--- src/rtl/rf_dump_pkg.sv ---
// Shared types and constants for the register-file dump unit.
package rf_dump_pkg;

    typedef enum logic [1:0] {
        IDLE,
        READ,
        SEND,
        FINISH
    } dump_state_t;

    localparam logic [5:0] CHECKSUM_INDEX = 6'd32;

endpackage

--- src/rtl/reg_dump_unit.sv ---
// Streams register-file entries FIRST_REG..LAST_REG as valid/ready beats.
// Optional trailing XOR checksum beat when DUMP_CHECKSUM_EN is defined.
module reg_dump_unit
    import rf_dump_pkg::*;
#(
    parameter int FIRST_REG = 0,
    parameter int LAST_REG  = 31
) (
    input  logic        clk,
    input  logic        rst,
    input  logic        start,
    output logic        busy,
    output logic        done,
    output logic        wr_block,
    output logic [4:0]  rf_addr,
    input  logic [31:0] rf_data,
    output logic        out_valid,
    input  logic        out_ready,
    output logic [5:0]  out_index,
    output logic [31:0] out_data
);

    localparam logic [4:0] FIRST_IDX = 5'(FIRST_REG);
    localparam logic [4:0] LAST_IDX  = 5'(LAST_REG);

    dump_state_t state;
    logic [4:0]  idx;
    logic        last_beat;

`ifdef DUMP_CHECKSUM_EN
    logic [31:0] checksum;
    logic        ck_beat;

    // The checksum beat, not the last register beat, closes the dump.
    assign last_beat = ck_beat;
`else
    assign last_beat = (idx == LAST_IDX);
`endif

    assign rf_addr  = idx;
    assign wr_block = busy;

    always_ff @(posedge clk) begin
        if (rst) begin
            state     <= IDLE;
            idx       <= FIRST_IDX;
            busy      <= 1'b0;
            done      <= 1'b0;
            out_valid <= 1'b0;
            out_data  <= '0;
            out_index <= '0;
`ifdef DUMP_CHECKSUM_EN
            checksum  <= '0;
            ck_beat   <= 1'b0;
`endif
        end else begin
            done <= 1'b0;
            case (state)
                IDLE: begin
                    if (start) begin
                        idx   <= FIRST_IDX;
                        busy  <= 1'b1;
                        state <= READ;
`ifdef DUMP_CHECKSUM_EN
                        checksum <= '0;
                        ck_beat  <= 1'b0;
`endif
                    end
                end
                READ: begin
                    out_data  <= rf_data;
                    out_index <= {1'b0, idx};
                    out_valid <= 1'b1;
                    state     <= SEND;
`ifdef DUMP_CHECKSUM_EN
                    checksum  <= checksum ^ rf_data;
`endif
                end
                SEND: begin
                    if (out_valid && out_ready) begin
                        if (last_beat) begin
                            out_valid <= 1'b0;
                            done      <= 1'b1;
                            state     <= FINISH;
                        end else if (idx < LAST_IDX) begin
                            idx       <= idx + 5'd1;
                            out_valid <= 1'b0;
                            state     <= READ;
                        end
`ifdef DUMP_CHECKSUM_EN
                        else begin
                            // out_valid stays high straight into the checksum beat.
                            ck_beat   <= 1'b1;
                            out_data  <= checksum;
                            out_index <= CHECKSUM_INDEX;
                        end
`endif
                    end
                end
                FINISH: begin
                    out_valid <= 1'b0;
                    busy      <= 1'b0;
                    state     <= IDLE;
                end
                default: state <= IDLE;
            endcase
        end
    end

endmodule

--- config.mk ---
export PLATFORM = sky130hd
export DESIGN_NAME = reg_dump_unit
export DESIGN_NICKNAME = d
export VERILOG_FILES = /design/src/rtl/rf_dump_pkg.sv /design/src/rtl/reg_dump_unit.sv
export SDC_FILE = /design/constraint.sdc
export NUM_CORES = 1
export LEC_CHECK = 0
export ABC_AREA = 0
export ABC_CLOCK_PERIOD_IN_PS = 2000
export BUFFER_PORTS_ARGS = -buffer_cell sky130_fd_sc_hd__buf_2
export CORE_MARGIN = 5
export CORE_UTILIZATION = 46
export DETAILED_ROUTE_END_ITERATION = 8
export PLACE_DENSITY_LB_ADDON = 0.2
export SLEW_MARGIN = 20
export SYNTH_ARGS = -nofsm -noshare
export SYNTH_HDL_FRONTEND = slang
export SYNTH_SLANG_ARGS = --single-unit
--- constraint.sdc ---
create_clock -name clk -period 2 [get_ports clk]
set_input_delay 0.4 -clock clk [delete_from_list [all_inputs] [get_ports clk]]
set_output_delay 0.4 -clock clk [all_outputs]
set_load 0.02 [all_outputs]
=== Word level (Yosys, flattened, before mapping) ===
Index checks and enable logic that the tools add are counted.

* Register bits after elaboration: 47
* Bits in latches: 0
* RAM bits: 0
* Memory bits (read-only): 0
* Input bits: 36
* Output and inout port bits: 47
* Word-level logic and storage cells: 47
* Memories kept: 0

* $add $sub $neg: 1
* $mul: 0
* Div/mod/pow operators: 0
* $lt $le $gt $ge: 1
* Eq/ne operators: 9
* Shifts and indexed selects: 0
* Muxes and demuxes: 17
* Bitwise operators: 2
* Reduce and logical (&&, ||, !) cells: 10

{| class="wikitable"
|+ Operator list
! operator !! number
|-
| two-way mux 5 bit || 4
|-
| case mux 5 bit (2 select lines) || 1
|-
| two-way mux 2 bit || 4
|-
| != test 2 bit (second input constant) || 4
|-
| case mux 2 bit (4 select lines) || 1
|-
| AND reduction 3 bit || 2
|-
| adder 5 x 1 -> 5 bit (second input constant) || 1
|-
| == test 5 bit (second input constant) || 1
|-
| < comparator 5 bit (second input constant) || 1
|-
| two-way mux 1 bit || 5
|-
| AND reduction 5 bit || 1
|-
| == test 2 bit (second input constant) || 2
|-
| nonzero test 2 bit || 2
|-
| != test 3 bit (second input constant) || 1
|-
| case mux 1 bit (3 select lines) || 1
|-
| nonzero test 3 bit || 1
|-
| OR reduction 3 bit || 1
|-
| == test 2 x 1 -> 1 bit (second input constant) || 1
|-
| zero test 2 bit || 1
|-
| inverter 1 bit || 2
|-
| case mux 1 bit (2 select lines) || 1
|-
| AND reduction 2 bit || 1
|-
| logical AND 1 bit || 1
|}

=== Logic depth before layout (Yosys ltp) ===
* Word-level depth: 5
* Gate-level depth with buffers: 7
* Depth with buffers taken out: 7

=== Worst setup path after synthesis ===
OpenSTA, ideal clock, no wires.

* Path kind: register to register
* Start: reg idx[0] (netlist: rf_addr[0])
* End: reg idx[4] (netlist: rf_addr[4])
* Library setup time: 122 ps
* Arrival time: 1797 ps
* Data required time: 1878 ps
* Setup slack: 81 ps
* Stages on the path, launching flop included: 8
* Buffers on the path: 0
* Clock period less this slack: 1919 ps
* Cells stage by stage: dfxtp_1 > ha_1 > and3_1 > ha_1 > nand4b_1 > a21oi_2 > nor2_1 > a221o_1

* Elaborated cells on any way between the ends: 10
* Classes of those cells: add/sub (1); order compare (1); eq/ne (3); mux (4); reduce/logical (1)

{| class="wikitable"
|+ RTL lines
! element !! line !! source
|-
| start: declaration || reg_dump_unit.sv:27 || <nowiki>logic [4:0] idx;</nowiki>
|-
| start signal: assignment || reg_dump_unit.sv:86 || <nowiki>idx <= idx + 5'd1;</nowiki>
|-
| == test 5 bit || reg_dump_unit.sv:37 || <nowiki>assign last_beat = (idx == LAST_IDX);</nowiki>
|-
| net last_beat || reg_dump_unit.sv:28 || <nowiki>logic last_beat;</nowiki>
|-
| != test 2 bit (no source line) || n/a ||
|-
| AND reduction 5 bit (no source line) || n/a ||
|}

The timed path passes the listed nets, and every way through them passes these cells. The select of a mux whose other input is x is not followed.
A chain may end at the register's enable or synchronous reset.

=== Final worst setup path ===
Same ends and word-level chain as after synthesis.

==> flow_summary_export.csv <==
group,metric,value,unit
pwr,p_total,1.80,mW
cts,clkTransAtPathRegs,80,ps
final_layout,area_delta_synth_final,28.2,%
drt,drc,0,
logic_synthesis,syn_area_per_cell,8.48,sq um
logic_synthesis,syn_area,1850,sq um
worst_setup_path,path_cells,"ha_1 -> and3_1 -> ha_1 -> nand4b_1 -> a21oi_2 -> nor2_1 -> a221o_1",
cts,cts-htree-levels,2,
timing,maxSlewViolCount,0,
worst_setup_path,path_max_fanout,5,
global_route,grt_pass1_wl,6500,um
worst_setup_path,crit_arrival,2070,ps
worst_setup_path,crit_required,2180,ps
global_route,grt_max_degree,34,
drt,drt_wl_total,4260,um
cts,clkSinkCount,47,
worst_setup_path,slowest_stage,"a221o_1",
drt,viasPerCell,4.79,
die,die_area,5390,sq um
timing,worst_hold_slack,336,ps
logic_synthesis,synth_ff_type,"dfxtp_1",
final_layout,n_fill_cell,377,
logic_synthesis,muxShareOfSynthArea,0.609,%
timing,clock.fmax,528,MHz
logic_synthesis,synth_simple_gate_area_share,24.4,%
timing,finalCritPeriodShare,94.7,%
logic_synthesis,syn-num-nets,256,
cts,clockBufferDepth,2,
cts,cts_resized,0,
cts,insertion_delay,290,ps
global_route,grt_overflow_total,0,
die,die_h,73.4,um
logic_synthesis,async_flop_share,0,%
worst_setup_path,endpoint_kind,"flop",
global_route,grt_pass1_vias,1481,
logic_synthesis,syn_inst,218,
pwr,leakage,1.08,nW
timing,fin_tns_setup,0,ps
place,gp_congestion,0.829,
logic_synthesis,ys_top_cells_by_area,"dfxtp_1 (51%), nand2_1 (15%), a21oi_1 (11%)",
drt,vias,1670,
logic_synthesis,synthXorXnorAreaFrac,0,%
cts,root_buffer,"clkbuf_8",
min_path,hp-class,"input pin to flop",
cts,numCtsBuffers,5,
logic_synthesis,ys_types,37,
run,drv_cap,0,
timing,finalHoldViolCount,0,
die,core-area,3940,sq um
final_layout,nets,336,
worst_setup_path,worst_path_largest_cell_delay,350,ps
logic_synthesis,synth_fa_ha_area_share,1.35,%
logic_synthesis,yosysWarnings,0,
place,dp_hpwl,3060,um
logic_synthesis,synth_top_area_cell,"dfxtp_1",
die,num_io_pins,83,
die,die_w,73.4,um
pwr,powerDensity,761,nW/um^2
global_route,grt_usage,15.3,%
final_layout,layout_commonest_cell,"buf_2",
pwr,ir_worst_vdd,0.381,mV
logic_synthesis,synth_compound_area_share,16.8,%
cts,cts_hold_buffers,0,
final_layout,most-common-layout-cells,"buf_2 (81), nand2_1 (74), dfxtp_1 (47)",
drt,drt-initial-drc-count,64,
die,num_rows,23,
outcome,outcome,"finished, final reports clean",
logic_synthesis,ys_ff_latch,47,
worst_setup_path,cp_common_cell,"ha_1",
worst_setup_path,cp-start-kind,"flop",
place,dp_cells,341,
timing,rsz0062_at_grt,"false",
global_route,antenna_found_initial,0,
drt,firstDrtPassIters,4,
final_layout,drive_gt1_share,34.4,%
logic_synthesis,seq_area_frac_synth,50.9,%
worst_setup_path,criticalPathCategory,"flop to flop",
final_layout,num_antenna_cells,0,
drt,post_drt_wl_per_cell,12.2,um
timing,final-setup-viol-count,0,
place,port_buffers,81,
timing,period_needed,1890,ps
logic_synthesis,synth-edff-count,0,
drt,ant_nets,0,
logic_synthesis,synth_top_area_share,50.9,%
logic_synthesis,synth_top_family_by_area,"simple AND/OR/NAND/NOR gates",
die,initial_core_util,46.9,%
cts,cts_tree,"yes",
cts,cts_setup_buffers,0,
final_layout,stdcell_count,349,
timing,fin_skew,6.70,ps
layout make-up:
class,count,area [sq um],area share (%)
Sequential cell,47,941,39.7
Timing Repair Buffer,89,478,20.2
Tap cell,50,62.6,2.64
Inverter,1,3.75,0.158
Clock inverter,1,5.00,0.211
Multi-Input combinational cell,154,802,33.9
Clock buffer,7,76.3,3.22
registers in the layout, summed over array words and instances, names as in the netlist:
name       cells
state          2
done           1
out_index      5
rf_addr        5
out_valid      1
out_data      32
busy           1
metrics by stage:
| step | worst slack, ps | util, % | instance area (sq um) |
|---|---|---|---|
| 5_1_grt | 14.1 | 60.1 | 2370 |
| 6_report | 106 | 60.1 | 2370 |
| 4_1_cts | 111 | 60.1 | 2370 |
| 3_3_place_gp | 142 | 58.0 | 2290 |
| 2_1_floorplan | 80.7 | - | 1850 |
| 3_5_place_dp | 128 | 58.0 | 2290 |
final timing paths:
path / slack (ps) / start / to / cells past startpoint
max: 110 / rf_addr[0] / rf_addr[4] / 7
min: 340 / rf_data[31] / out_data[31] / 3
max reg2reg: 110 / rf_addr[0] / rf_addr[4] / 7
min reg2reg: 450 / out_data[15] / out_data[15] / 2
kinds of logic (layout without fill, tap and decap cells):
logic type / after synthesis / count (layout)
flops: 47 / 47
fa+ha+maj: 2 / 2
simple gates: 99 / 99
compound gates: 51 / 51
mux: 1 / 1
other cells: 1 / 1
buf+inv: 17 / 98
cells in the mapped netlist, drive strengths merged, types with 2 or more instances:
cell / instances
nand2: 74
dfxtp: 47
a21oi: 40
buf: 10
clkbuf: 6
nor2: 6
nand2b: 4
and3: 3
ha: 2
nand3: 2
nor2b: 2
nor4: 2
o21bai: 2
routing by layer:
| layer | wire length (um) | up-vias | part of all wire, % | global-route usage [%] |
|---|---|---|---|---|
| met4 | 47 | 0 | 1.1 | 4.83 |
| met3 | 376 | 5 | 8.8 | 4.92 |
| met1 | 1840 | 731 | 43 | 19.0 |
| met5 | 0 | - | 0 | 0 |
| li1 | - | 885 | - | - |
| met2 | 1990 | 49 | 47 | 25.1 |
worst max-delay path, delay by kind of cell (launching register included):
kind / cells / cell delay [ps]
flip-flops: 1 / 320
AO/OA/AOI/OAI: 2 / 560
adder cells (fa/ha/maj): 2 / 440
AND/OR/NAND/NOR: 3 / 470
power by group:
part	total (mW)	switching (mW)	internal, mW	leakage (nW)
clock network	0.530	0.285	0.245	0.0422
registers	1.01	0.0291	0.977	0.382
logic	0.266	0.162	0.104	0.659
total	1.80	0.476	1.33	1.08
Power figures use the tool's default switching activity.
